--- config.mk ---
export PLATFORM = sky130hd
export DESIGN_NAME = rgb_ctrl_flat
export DESIGN_NICKNAME = d
export VERILOG_FILES = /design/src/rtl/rgb_pkg.sv /design/src/rtl/rgb_ctrl_if.sv /design/src/rtl/rgb_phase.sv /design/src/rtl/rgb_ctrl.sv /design/src/flat_wrapper.sv
export SDC_FILE = /design/constraint.sdc
export NUM_CORES = 1
export LEC_CHECK = 0
export BUFFER_PORTS_ARGS = -buffer_cell sky130_fd_sc_hd__buf_4
export CAP_MARGIN = 5
export CORE_ASPECT_RATIO = 0.9
export CORE_MARGIN = 1
export CORE_UTILIZATION = 50
export DETAILED_ROUTE_END_ITERATION = 10
export PLACE_DENSITY = 0.66
export SLEW_MARGIN = 0
export SYNTH_ARGS = -nofsm -noshare
export SYNTH_HDL_FRONTEND = slang
export SYNTH_SLANG_ARGS = --single-unit
--- constraint.sdc ---
create_clock -name clk28 -period 3.5 [get_ports clk28]
set_clock_uncertainty 0.2 [all_clocks]
set_input_delay 0.35 -clock clk28 [delete_from_list [all_inputs] [get_ports clk28]]
set_output_delay 0.35 -clock clk28 [all_outputs]
set_load 0.05 [all_outputs]
--- src/rtl/rgb_pkg.sv ---
// Shared types and the dither pattern function for the RGB DAC sequencer.
// Build option: RGB_DITHER_FRAME_EN adds per-frame pattern inversion in rgb_phase.
package rgb_pkg;

  typedef enum logic [1:0] {
    DM_OFF     = 2'd0,
    DM_CHECKER = 2'd1,
    DM_LINE    = 2'd2,
    DM_COLUMN  = 2'd3
  } dither_mode_t;

  typedef enum logic [1:0] {
    ST_RUN  = 2'd0,
    ST_PEND = 2'd1,
    ST_MUTE = 2'd2
  } rgb_ctrl_state_t;

  // frm is the frame parity term; tie it low when temporal dither is not built.
  function automatic logic strobe_of(dither_mode_t m, logic pix, logic line, logic frm);
    logic s;
    case (m)
      DM_CHECKER: s = ~(pix ^ line) ^ frm;
      DM_LINE:    s = ~line ^ frm;
      DM_COLUMN:  s = ~pix ^ frm;
      default:    s = 1'b1;
    endcase
    return s;
  endfunction

endpackage

--- src/rtl/rgb_ctrl_if.sv ---
// Timing/port-decoder side of the RGB sequencer: pulses and requests in, encoder controls out.
interface rgb_ctrl_if;
  logic       pixel_en;
  logic       hsync_start;
  logic       vsync_start;
  logic [1:0] dither_mode;
  logic       up_en_req;
  logic       strobe;
  logic       up_en;
  logic       mute_o;

  modport master (
    output pixel_en, hsync_start, vsync_start, dither_mode, up_en_req,
    input  strobe, up_en, mute_o
  );

  modport slave (
    input  pixel_en, hsync_start, vsync_start, dither_mode, up_en_req,
    output strobe, up_en, mute_o
  );
endinterface

--- src/rtl/rgb_phase.sv ---
// Pixel/line/frame parity tracking and the registered dither strobe.
// Frame parity exists only when RGB_DITHER_FRAME_EN is defined.
module rgb_phase
  import rgb_pkg::*;
(
  input  logic         clk28,
  input  logic         rst_n,
  input  logic         pixel_en,
  input  logic         hsync_start,
  input  logic         vsync_start,
  input  dither_mode_t dither_mode,
  output logic         strobe
);

  logic         pix_par, line_par;
  logic         pix_nxt, line_nxt, frm_nxt;
  dither_mode_t mode_q, mode_nxt;
  logic         any_pulse;

  // Line start beats pixel, frame start beats line.
  assign pix_nxt   = hsync_start ? 1'b0 : (pix_par ^ pixel_en);
  assign line_nxt  = vsync_start ? 1'b0 : (line_par ^ hsync_start);
  assign mode_nxt  = vsync_start ? dither_mode : mode_q;
  assign any_pulse = pixel_en | hsync_start | vsync_start;

`ifdef RGB_DITHER_FRAME_EN
  logic frm_par;
  assign frm_nxt = frm_par ^ vsync_start;

  always_ff @(posedge clk28 or negedge rst_n) begin
    if (!rst_n) frm_par <= 1'b0;
    else        frm_par <= frm_nxt;
  end
`else
  assign frm_nxt = 1'b0;
`endif

  always_ff @(posedge clk28 or negedge rst_n) begin
    if (!rst_n) begin
      pix_par  <= 1'b0;
      line_par <= 1'b0;
      mode_q   <= DM_OFF;
      strobe   <= 1'b1;
    end else begin
      pix_par  <= pix_nxt;
      line_par <= line_nxt;
      mode_q   <= mode_nxt;
      if (any_pulse)
        strobe <= strobe_of(mode_nxt, pix_nxt, line_nxt, frm_nxt);
    end
  end

endmodule

--- src/rtl/rgb_ctrl.sv ---
// RGB DAC encoder sequencer: dither strobe plus frame-aligned ULA+ enable with mute window.
// Build option: RGB_DITHER_FRAME_EN (temporal dither, handled inside rgb_phase).
module rgb_ctrl
  import rgb_pkg::*;
#(
  parameter int MUTE_LINES         = 2,
  parameter int PEND_TIMEOUT_LINES = 320,
  parameter int LCNT_W             = 9
) (
  input  logic       clk28,
  input  logic       rst_n,
  rgb_ctrl_if.slave  bus
);

  localparam logic [LCNT_W-1:0] LCNT_MAX  = {LCNT_W{1'b1}};
  localparam logic [LCNT_W-1:0] PEND_LAST = LCNT_W'(PEND_TIMEOUT_LINES - 1);
  localparam logic [LCNT_W-1:0] MUTE_LAST = LCNT_W'((MUTE_LINES > 0) ? MUTE_LINES - 1 : 0);

  rgb_ctrl_state_t   state;
  logic              up_en_q;
  logic              mute_q;
  logic [LCNT_W-1:0] lcnt;

  rgb_phase u_phase (
    .clk28       (clk28),
    .rst_n       (rst_n),
    .pixel_en    (bus.pixel_en),
    .hsync_start (bus.hsync_start),
    .vsync_start (bus.vsync_start),
    .dither_mode (dither_mode_t'(bus.dither_mode)),
    .strobe      (bus.strobe)
  );

  assign bus.up_en  = up_en_q;
  assign bus.mute_o = mute_q;

  always_ff @(posedge clk28 or negedge rst_n) begin
    if (!rst_n) begin
      state   <= ST_RUN;
      up_en_q <= 1'b0;
      mute_q  <= 1'b0;
      lcnt    <= '0;
    end else begin
      case (state)
        ST_RUN: begin
          if (bus.up_en_req != up_en_q) begin
            state <= ST_PEND;
            lcnt  <= '0;
          end
        end
        ST_PEND: begin
          if (bus.up_en_req == up_en_q) begin
            state <= ST_RUN;
          end else if (bus.vsync_start || (bus.hsync_start && lcnt == PEND_LAST)) begin
            // Apply at frame start, or force it if vsync has gone missing.
            up_en_q <= bus.up_en_req;
            lcnt    <= '0;
            if (MUTE_LINES != 0) begin
              state  <= ST_MUTE;
              mute_q <= 1'b1;
            end else begin
              state <= ST_RUN;
            end
          end else if (bus.hsync_start && lcnt != LCNT_MAX) begin
            lcnt <= lcnt + LCNT_W'(1);
          end
        end
        ST_MUTE: begin
          if (bus.hsync_start) begin
            if (lcnt == MUTE_LAST) begin
              state  <= ST_RUN;
              mute_q <= 1'b0;
            end else if (lcnt != LCNT_MAX) begin
              lcnt <= lcnt + LCNT_W'(1);
            end
          end
        end
        default: state <= ST_RUN;
      endcase
    end
  end

endmodule

--- src/flat_wrapper.sv ---
// flat-port wrapper written by rule: the top's interface ports become plain ports
module rgb_ctrl_flat import rgb_pkg::*;
#(
  parameter int MUTE_LINES         = 2,
  parameter int PEND_TIMEOUT_LINES = 320,
  parameter int LCNT_W             = 9
)
  (clk28, rst_n, bus_pixel_en, bus_hsync_start, bus_vsync_start, bus_dither_mode, bus_up_en_req, bus_strobe, bus_up_en, bus_mute_o);
  rgb_ctrl_if bus_i ();
  input  logic clk28;
  input  logic rst_n;
  input wire logic [$bits(bus_i.pixel_en)-1:0] bus_pixel_en;
  input wire logic [$bits(bus_i.hsync_start)-1:0] bus_hsync_start;
  input wire logic [$bits(bus_i.vsync_start)-1:0] bus_vsync_start;
  input wire logic [$bits(bus_i.dither_mode)-1:0] bus_dither_mode;
  input wire logic [$bits(bus_i.up_en_req)-1:0] bus_up_en_req;
  output wire logic [$bits(bus_i.strobe)-1:0] bus_strobe;
  output wire logic [$bits(bus_i.up_en)-1:0] bus_up_en;
  output wire logic [$bits(bus_i.mute_o)-1:0] bus_mute_o;
  assign bus_i.pixel_en = bus_pixel_en;
  assign bus_i.hsync_start = bus_hsync_start;
  assign bus_i.vsync_start = bus_vsync_start;
  assign bus_i.dither_mode = bus_dither_mode;
  assign bus_i.up_en_req = bus_up_en_req;
  assign bus_strobe = bus_i.strobe;
  assign bus_up_en = bus_i.up_en;
  assign bus_mute_o = bus_i.mute_o;
  rgb_ctrl #(.MUTE_LINES(MUTE_LINES), .PEND_TIMEOUT_LINES(PEND_TIMEOUT_LINES), .LCNT_W(LCNT_W)) u_core (.clk28(clk28), .rst_n(rst_n), .bus(bus_i));
endmodule
Word level (Yosys, flattened, before mapping):

Cells that the tools add are included.
Widths: inputs -> output; s select.

* input bits: 8
* bits in registers: 18
* logic and storage cells: 70

* bitwise operators: 9
* eq/ne operators: 19
* add/sub/neg operators: 1
* mux-type cells: 23
* reductions and logical operators: 10

Operators with widths (count)
* $mux 9: 7
* $pmux 9 s3: 1
* $mux 2: 6
* $add 9x1->9 const B: 1
* $eq 9x1->1 const B: 1
* $eq 9x9->1 const B: 1
* $ne 9x9->1 const B: 1
* $ne 2x1->1 const B: 4
* $reduce_and 7->1: 1
* $eq 2x2->1 const B: 3
* $mux 1: 6
* $ne 2x2->1 const B: 3
* $ne 3x1->1 const B: 2
* $pmux 2 s3: 1
* $reduce_and 5->1: 1
* $eq 2x1->1 const B: 2
* $not 1->1: 4
* $reduce_and 4->1: 1
* $pmux 1 s3: 1
* $reduce_and 3->1: 1
* $reduce_bool 3->1: 1
* $xor 1x1->1: 3
* $logic_and 1x1->1: 2
* $logic_not 2->1: 1
* 6 further kinds: 7

Depth between registers and ports, before layout:

Gate-level depths: netlist of run 1.

* depth after elaboration: 6
* depth in mapped cells: 11
* gate-level depth less buffers: 10

Modules after synthesis:

From an unflattened synthesis of run 1, not the netlist that was laid out.

* cells, all modules: 112
* area total of the unflattened synthesis: 1131.1 µm²

By module, submodules not included
* rgb_ctrl: cells each 91, instances 1, area each 887.1 µm², sequential area each 325.3 µm²
* rgb_phase: cells each 21, instances 1, area each 244.0 µm², sequential area each 126.4 µm²

Worst setup path after synthesis of run 1:

No wires, ideal clock.

* path kind: register to register
* from: register u_core.lcnt[0]
* to: register u_core.lcnt[2]
* slack: 0.991 ns
* library setup time: 0.126 ns
* period minus slack after synthesis: 2.509 ns
* stages on the path, launching flop included: 12
* arrival: 2.183 ns
* path buffers: 1
* cell sequence: dfrtp_1 > ha_1 > and3_1 > nand3_1 > nor2_1 > ha_1 > nand2b_1 > a21oi_1 > o21ai_1 > or2_1 > buf_6 > a221o_1

* cells in the longest elaborated chain, start to end: 6
* elaborated cells between the ends (all ways): 18

Ends and longest elaborated chain
* from (decl): line rgb_ctrl.sv:22 `logic [LCNT_W-1:0] lcnt;`
* from (signal assigned): line rgb_ctrl.sv:65 `lcnt <= lcnt + LCNT_W'(1);`
* from (signal assigned): line rgb_ctrl.sv:74 `lcnt <= lcnt + LCNT_W'(1);`
* branches (longest 6 deep; another with $add 9x1->9)

Parallel ways; which one is timed is not known. The select of a mux whose other input is x is not followed.
A chain may end at the register's enable or synchronous reset.

Worst setup path after layout of run 1:

* from: register u_core.lcnt[0]
* to: register u_core.lcnt[5]

Same word-level chain as after synthesis.

==> results of run 1 <==
power groups by stage:
stage          Combinational (mW)  Clock [mW]  Sequential, mW
6_report                    0.344       0.128           0.272
3_3_place_gp                0.334           0           0.274
2_1_floorplan               0.232           0           0.314
3_5_place_dp                0.341           0           0.276
4_1_cts                     0.343       0.135           0.272
5_1_grt                     0.379       0.144           0.277
worst reg2reg max path: cells and delay by family, from the launching register on:
family / cells / cell delay, ns
simple gates: 5 / 0.95
compound gates: 3 / 0.68
flops: 1 / 0.43
fa+ha+maj: 2 / 0.41
state kept, by name (all words and copies together) (netlist names):
register                 cells
u_core.u_phase.pix_par       1
u_core.u_phase.strobe        1
u_core.bus.mute_o            1
u_core.bus.up_en             1
u_core.lcnt                  9
u_core.u_phase.mode_q        2
u_core.state                 2
u_core.u_phase.line_par      1
metrics by stage:
step	setup slack, ns	cell area [um2]	total power [mW]	cells	util, %
2_1_floorplan	0.9914	1107	0.5452	111	-
3_3_place_gp	0.8764	1192	0.6073	143	59.38
5_1_grt	0.6061	1239	0.8005	148	61.68
4_1_cts	0.7695	1239	0.7510	148	61.68
6_report	0.7373	1239	0.7441	148	61.68
3_5_place_dp	0.7892	1192	0.6174	143	59.38
metal layers:
metal,up-vias,part of all wire [%]
met2,27,44
met1,414,49
li1,435,-
met5,-,0
met4,0,1.1
met3,2,5.7
worst paths after layout:
path | endpoint | slack [ns]
worst min register to register | u_core.bus.mute_o | 0.33
worst min-delay path | u_core.u_phase.pix_par | 0.09
min in group asynchronous | u_core.state[1] | 0.25
worst max register to register | u_core.lcnt[5] | 0.74
worst max-delay path | u_core.lcnt[5] | 0.74
max in group asynchronous | u_core.u_phase.strobe | 2.59
synth_stat cells:
cell type                  count
sky130_fd_sc_hd__o21ai_1       1
sky130_fd_sc_hd__nor4b_1       1
sky130_fd_sc_hd__a31oi_1       1
sky130_fd_sc_hd__nor3b_1       1
sky130_fd_sc_hd__a211oi_1      1
sky130_fd_sc_hd__and3_1        6
sky130_fd_sc_hd__clkbuf_2      2
sky130_fd_sc_hd__o31ai_1       1
sky130_fd_sc_hd__nor3_1        2
sky130_fd_sc_hd__xor2_1        1
sky130_fd_sc_hd__mux2i_1       1
sky130_fd_sc_hd__and3_4        1
sky130_fd_sc_hd__and4bb_1      1
sky130_fd_sc_hd__and2b_2       1
sky130_fd_sc_hd__o22ai_1       1
sky130_fd_sc_hd__a41oi_1       2
sky130_fd_sc_hd__o211a_1       1
sky130_fd_sc_hd__nand2_1       4
sky130_fd_sc_hd__inv_1         6
sky130_fd_sc_hd__ha_1          7
sky130_fd_sc_hd__nand3_1       5
sky130_fd_sc_hd__nand2b_1      2
sky130_fd_sc_hd__nor2_1       10
sky130_fd_sc_hd__buf_6         1
sky130_fd_sc_hd__dfrtp_1      17
sky130_fd_sc_hd__nor2b_1       1
sky130_fd_sc_hd__a221o_1       6
sky130_fd_sc_hd__mux2_2        5
sky130_fd_sc_hd__o21a_1        1
sky130_fd_sc_hd__or2_1         1
sky130_fd_sc_hd__o211ai_1      1
sky130_fd_sc_hd__or2_2         2
sky130_fd_sc_hd__xnor2_1       3
sky130_fd_sc_hd__o21ai_2       1
sky130_fd_sc_hd__a21oi_1       5
sky130_fd_sc_hd__dfstp_2       1
sky130_fd_sc_hd__o21ai_0       4
sky130_fd_sc_hd__nor3_2        1
sky130_fd_sc_hd__nor4_1        2
cells by family after synthesis:
logic type	after synthesis	synth area share, %
and+or+nand+nor	41	21.13
AOI/OAI and AO/OA	26	17.06
DFF	18	40.79
buffers and inverters	9	3.955
adders and majority gates	7	7.909
muxes	6	5.988
xor gates and xnor gates	4	3.164
area by class of cell:
class                   count  share of cell area (%)
inverters                   6                   1.818
clock buffers               4                   2.929
well taps                  25                   2.525
repair buffers             11                   6.869
multi-input cells          84                   49.39
flip-flops and latches     18                   36.46
==> reports/summary.md, run 1 <==
The flow ran to the end, and the final reports show no timing, DRC or antenna violations. The wire length per cell after detailed routing came out at 14.61 um. The final number of setup-violating endpoints is 0.

The reg-to-reg startpoint is u_core.lcnt[0]. The worst-case vdd ir drop is 381.8 uV. Worst setup path startpoint: u_core.lcnt[0]. The per-cell via count in the routed design is 5.932, and the buffer depth of the longest clock path is 2. Global routing consumed, on the met3 layer, 6.601% of the routing resources. The number of levels the H-tree was split into is 1, and the overall die area is 2407 um2. The clock root buffer is sky130_fd_sc_hd__clkbuf_4. The number of buffers added on ports is 10. The signal on the critical path passes through ha_1, and3_1, nand3_1, nor2_1, ha_1, nand2b_1, a21oi_1, o21ai_1, or2_1, a221o_1. The library cell used most frequently in the layout, excluding fill and tap cells, is sky130_fd_sc_hd__dfrtp_1. For the worst setup path, the data required time is 3.49 ns. Counting every net in the synthesized netlist gives 126. The internal cell power is 0.4343 mW, and the number of synthesized register bits is 18. Summed over all layers, the routed wires come to 2163 um.

The detailed router finished its first iteration with 16 violations. Row generation in the floorplan step produced 15 rows. At the end of routability-driven placement, the weighted congestion stood at 0.8206. The total negative slack for setup checks was 0 ns. For the final count of pins violating max slew, the log shows 0.

The clock-pin slew on the worst setup and hold paths came out at 0.10 ns. Fraction of power consumed by the clock network: 17.3%. The highest fanout seen on the critical path is 9.

The library cells used most frequently in the layout, excluding fill and tap cells, are 17 x sky130_fd_sc_hd__dfrtp_1, 10 x sky130_fd_sc_hd__nor2_1, 10 x sky130_fd_sc_hd__buf_4. The maximum clock rate was 0.3620 GHz; the width of the die was 51.61 um. The tools report the global route total overflow as 0. The estimated wirelength of the detail-placed design is 1577 um. The overall die height works out to 46.65 um. Counting I/O delays and the setup requirement, the final critical path takes 2.763 ns. The tools report the number of standard cells after synthesis as 111. The reported net switching power was 0.3097 mW; the aggregate global-route resource usage was 21.12%. The kind of end point of the critical path was a flop. In the final layout, the multi-input gates occupy 611.8 um2.

Together, buffers and inverters on the worst path number 0. The most numerous cell type found on the critical path is sky130_fd_sc_hd__ha_1. Dividing total power by cell area gives a power density of 600.7 nW/um2.

The region available for standard cell placement spans 2008 um2. The tools report the number of gates resized after cts as 0. The library cell contributing the largest single delay on the critical path is sky130_fd_sc_hd__dfrtp_1. Combinational cells account for 46.2% of the total power. The critical path runs through a total of 10 cells. The run gives 2.75 ns as the arrival time of the worst setup path.

After synthesis the cells add up to 1107 um2. Setup repair after global routing left no endpoint under its margin. The Yosys step of the flow raised 0 warnings.

The final route contains 878 vias. Number of CTS-inserted buffers: 3. The signed area change from the synthesized netlist to the final layout was 11.86%; the hold buffer count at cts was 1. Category of the most critical setup path: flop to flop.

The final layout contains 139 nets. The cell count of the worst hold path was 2; the leakage component of the power was 0.5817 nW. Max-cap violations in this run came to 0. The synthesized design devotes to its leading area cell type 38.42% of total area. TritonCTS built the clock tree. The initial antenna violation count is 0. For the worst-skew pair, the clock arrives at the later sink with an insertion delay of 0.29 ns. The run gives 0 as the post-detailed-route DRC marker count. The run gives 0 as the number of endpoints with negative hold slack in the final report. Once the floorplan was initialized, standard cells occupied 55.14% of the core. For the number of global-route vias before repair, the log shows 828. Net switching is 41.63% of the power. The largest total area in the synthesized netlist belongs to sky130_fd_sc_hd__dfrtp_1. In the final layout, the share of cells above drive strength 1 is 21.14%.

In this run, distinct cell masters in the synthesized netlist total 39. Final worst-path cycle share: 78.93%. STA classifies the critical path startpoint as a flop. Measured against its own limit, the worst slew margin works out to 68.55%. TritonCTS sink count: 18. The min-delay analysis places its worst path in the category input port to flop. The worst hold path begins at bus_hsync_start. 0 antenna diodes ended up in the layout. Buffers added to address setup during post-CTS repair amount to 0. The sequential power share is 36.6%. In the global route stage, met2 resource usage came out at 32.99%. After synthesis, the cell types taking the most area are sky130_fd_sc_hd__dfrtp_1 38%, sky130_fd_sc_hd__ha_1 7.9%, sky130_fd_sc_hd__a221o_1 5.4%.

The detail route stage leaves a number of antenna-violating nets equal to 0. The first TritonRoute pass finished after 4 iterations. The dominant delay contributor by cell family on the critical path was simple AND/OR/NAND/NOR gates. The first-pass GRT wire length was 3588 um; the worst hold slack after final layout was 0.09282 ns. In this run the mean area of a mapped cell was 9.976 um2.

The depth of the worst register-to-register path came out at 10. After synthesis, flip-flops and latches occupy 40.79% of the total area. The layout has 172 filler cells. Registers take 451.7 um2.

During I/O placement, the number of pins put on the boundary was 11. The global routing stage identified its most utilized layer as met2. The pin count of the biggest net entering global routing is 19, and the global-route met1 utilization is 27.22%. For the pin with the worst max-slew slack, the measured transition is 0.4692 ns. The largest incremental delay on the critical path came out at 0.43 ns.
Note: power is estimated with default switching activity, not from simulation.
==> inputs of run 2 (changes only) <==
- PLACE_DENSITY: 0.66 -> 0.69
- clock period: 3.5 -> 2.5 ns (I/O delays scaled with it)
==> run 2 against run 1 <==
Global-route usage increased by 2.2 points. Sequential share of layout area down 3.1 points. First-iteration DRC count increased by 19%. Count of clock-buffer cells in the layout is the same. Hold slack worse by 0.077 ns. Final area grew 9.2%.
==> reports/summary.md, run 2 (synthesis gave the netlist of run 1 again) <==
Worst hold path class: input port to flop. For the arrival time of the worst setup path, the log shows 2.39 ns (-0.36 ns). The logs give 0.4162 GHz (+15%) for the maximum clock rate and 159 (+7.4%) for the final instance count without filler cells. For the worst hold slack after final layout, the log shows 0.01589 ns (-0.07693 ns). The run gives 0 (unchanged) as the final number of setup-violating endpoints.

The logs give 1771 um (+12%) for the estimated wirelength of the detail-placed design and 3 (unchanged) for the number of CTS-inserted buffers. STA classifies the critical path endpoint as a flop. The worst hold path terminates at u_core.bus.up_en. Compared with the post-synthesis result, the final layout area differs by 22.15%. The run gives 0 (unchanged) as the max-capacitance violation count.

The number of buffers added on ports is 10 (unchanged). CTS placed an instance of sky130_fd_sc_hd__clkbuf_4 at the clock tree root. The first-pass GRT wire length was 4015 um (+12%); the final cell area excluding filler cells was 1353 um2 (+9.2%).

The run gives 2 (unchanged) as the buffer depth of the longest clock path. For the pin count of the biggest net entering global routing, the log shows 19 (unchanged). TritonCTS built the clock tree. The number of post-CTS setup repair buffers is 0 (unchanged).

The first-iteration detailed-routing DRC count came out at 19 (+3). The wire length on met3 was 111 um (-9.8%). The power density normalized to cell area is 824.9 nW/um2 (+37%), and the worst-case vdd ir drop is 640.3 uV (+68%). Setup repair after global routing left no endpoint under its margin. The overall die area came out at 2407 um2 (unchanged). For the leakage component of the power, the log shows 0.6314 nW (+8.5%). The initial antenna violation count was 0 (unchanged). The logs give 0 ns (unchanged) for the total negative slack for setup checks and 1147 um (+20%) for the routed wire length on met2.

The logs give 1082 um (+1.9%) for the wire length the detailed router placed on met1 and 153 (+7.0%) for the number of placed instances, taps included. The filler cell count in the final layout was 162 (-5.8%). The tools report the endpoint of the worst register-to-register path as u_core.lcnt[3].

The reg-to-reg startpoint is u_core.lcnt[1]. The number of endpoints with negative hold slack in the final report is 0 (unchanged), and the critical path required time is 2.48 ns (-1.01 ns). Placeable core area: 2008 um2 (unchanged).

For the wire length reported by the detailed router, the log shows 2361 um (+9.2%). The TritonCTS sink count was 18 (unchanged). The tools report the count of vias placed by the detailed router as 933 (+6.3%).

The effective utilization at floorplan was 55.14% (unchanged); the final worst-path cycle share was 96.11% (+17 points). The cell count of the worst hold path works out to 2 (unchanged). The depth of the worst register-to-register path came out at 10 (unchanged). For the flop-to-flop setup slack, the log shows 0.1 ns (-0.64 ns). The final core utilization is 67.35% (+5.7 points). The number of global-route vias before repair is 861 (+4.0%). The worst-case setup slack after placement is 0.01862 ns (-0.7706 ns), and the clock-pin slew on the worst setup and hold paths is 0.10 ns (about the same). The number of iterations in the first detailed-routing pass was 4 (unchanged); the post-detailed-route DRC marker count was 0 (unchanged). The highest fanout seen on the critical path came out at 9 (unchanged). The tools report the global placement routability congestion as 0.7850 (-4.3%). The count of nets left with antenna violations after detail routing is 0 (unchanged), and the post-placement cell area is 1270 um2 (+6.5%).

Relative slew slack: 70.96% (+2.4 points). The shortest clock period the worst path allows after layout is 2.403 ns (-0.3599 ns), and the global route total overflow is 0 (unchanged). Wire length per cell after detailed routing: 14.85 um (+1.6%).

STA classifies the critical path startpoint as a flop. The register containing the most flip-flops in the final layout is u_core.lcnt. The critical path is of the flop to flop type.

The standard-cell row count came out at 15 (unchanged). I/O pin count: 11 (unchanged). The commonest non-fill, non-tap cell in the layout is sky130_fd_sc_hd__buf_4. The flip-flop count of the largest register, all copies and words added is 9 (unchanged).

The per-cell via count in the routed design came out at 5.868 (-1.1%). Overall die height: 46.65 um (unchanged). Slew at the pin with the worst max-slew slack: 0.4316 ns (-0.03768 ns). The width of the die came out at 51.61 um (unchanged). The flow ran to the end, and the final reports show no timing, DRC or antenna violations. For the number of nets in the layout, the log shows 150 (+7.9%). The largest registers in the layout are u_core.lcnt x9, u_core.state x2, u_core.u_phase.mode_q x2. The number of levels the H-tree was split into is 1 (unchanged), and the overall power consumption is 1.116 mW (+50%). In the layout the commonest cells are 19 x sky130_fd_sc_hd__buf_4, 17 x sky130_fd_sc_hd__dfrtp_1, 10 x sky130_fd_sc_hd__nor2_1. The tools report the aggregate global-route resource usage as 23.35% (+2.2 points). The final count of pins violating max slew is 0 (unchanged). In this run the most critical hold path is launched from bus_up_en_req. The final worst setup slack is 0.09723 ns (-0.6401 ns), and the clock insertion delay at the later pin of the skew report is 0.30 ns (about the same). Number of diodes added for antenna fixing: 0 (unchanged). The top layer used by detailed routing was met4. The proportion of layout cells with a drive suffix above 1 came out at 29.85% (+8.7 points).
[run 2: cell count changes in the layout (fill, tap and decap cells not counted), moves of 2 or more]
cell / delta
sky130_fd_sc_hd__ha_2: +2
sky130_fd_sc_hd__dlygate4sd3_1: +2
sky130_fd_sc_hd__ha_1: -2
sky130_fd_sc_hd__buf_4: +9
[run 2: final cells by class]
type	instances	area, um2	share of cell area, %
clock buffer	4	36.28	2.683
inverter	6	22.52	1.665
multi-input combinational	84	638.1	47.18
sequential	18	451.7	33.39
tap	25	31.28	2.313
timing repair buffer	22	172.7	12.77
[run 2: how the worst max path moves through the flow]
| stage | start | slack, ns | to | depth (start not counted) |
|---|---|---|---|---|
| detailed placement | u_core.lcnt[0] | 0.02 | u_core.lcnt[3] | 10 |
| global route | u_core.lcnt[1] | 0.02 | u_core.lcnt[3] | 10 |
| finish | u_core.lcnt[1] | 0.1 | u_core.lcnt[3] | 10 |
| floorplan | u_core.lcnt[0] | 0.02 | u_core.lcnt[2] | 11 |
| CTS | u_core.lcnt[0] | 0.004 | u_core.lcnt[3] | 10 |
| global placement | u_core.lcnt[0] | 0.06 | u_core.lcnt[3] | 10 |
[run 2: routing by layer]
layer  up-vias  GRT usage [%]
li1        460              -
met1       441          30.57
met2        28          40.00
met3         4          5.941
met4         0          3.243
met5         -              0
[run 2: critical path, cell delays in order (launching register included)]
cell                       delay (ns)
sky130_fd_sc_hd__dfrtp_1         0.40
sky130_fd_sc_hd__ha_2            0.19
sky130_fd_sc_hd__and3_4          0.18
sky130_fd_sc_hd__nand3_1         0.09
sky130_fd_sc_hd__nor2_1          0.05
sky130_fd_sc_hd__ha_2            0.16
sky130_fd_sc_hd__nand2b_4        0.14
sky130_fd_sc_hd__a21oi_1         0.11
sky130_fd_sc_hd__o21ai_1         0.10
sky130_fd_sc_hd__or2_4           0.30
sky130_fd_sc_hd__a221o_1         0.37
[run 2: repair_timing]
| action | in CTS | in global routing |
|---|---|---|
| hold buffers | 3 | 0 |
| setup endpoints to repair | 0 | 8 |
| endpoints found under the hold margin | 20 | 0 |
| resized for setup | 0 | 5 |
[run 2: power by group]
group | internal [mW] | total [mW] | switching (mW)
sequential | 0.339 | 0.374 | 0.0359
clock | 0.0889 | 0.181 | 0.0923
combinational | 0.231 | 0.560 | 0.329
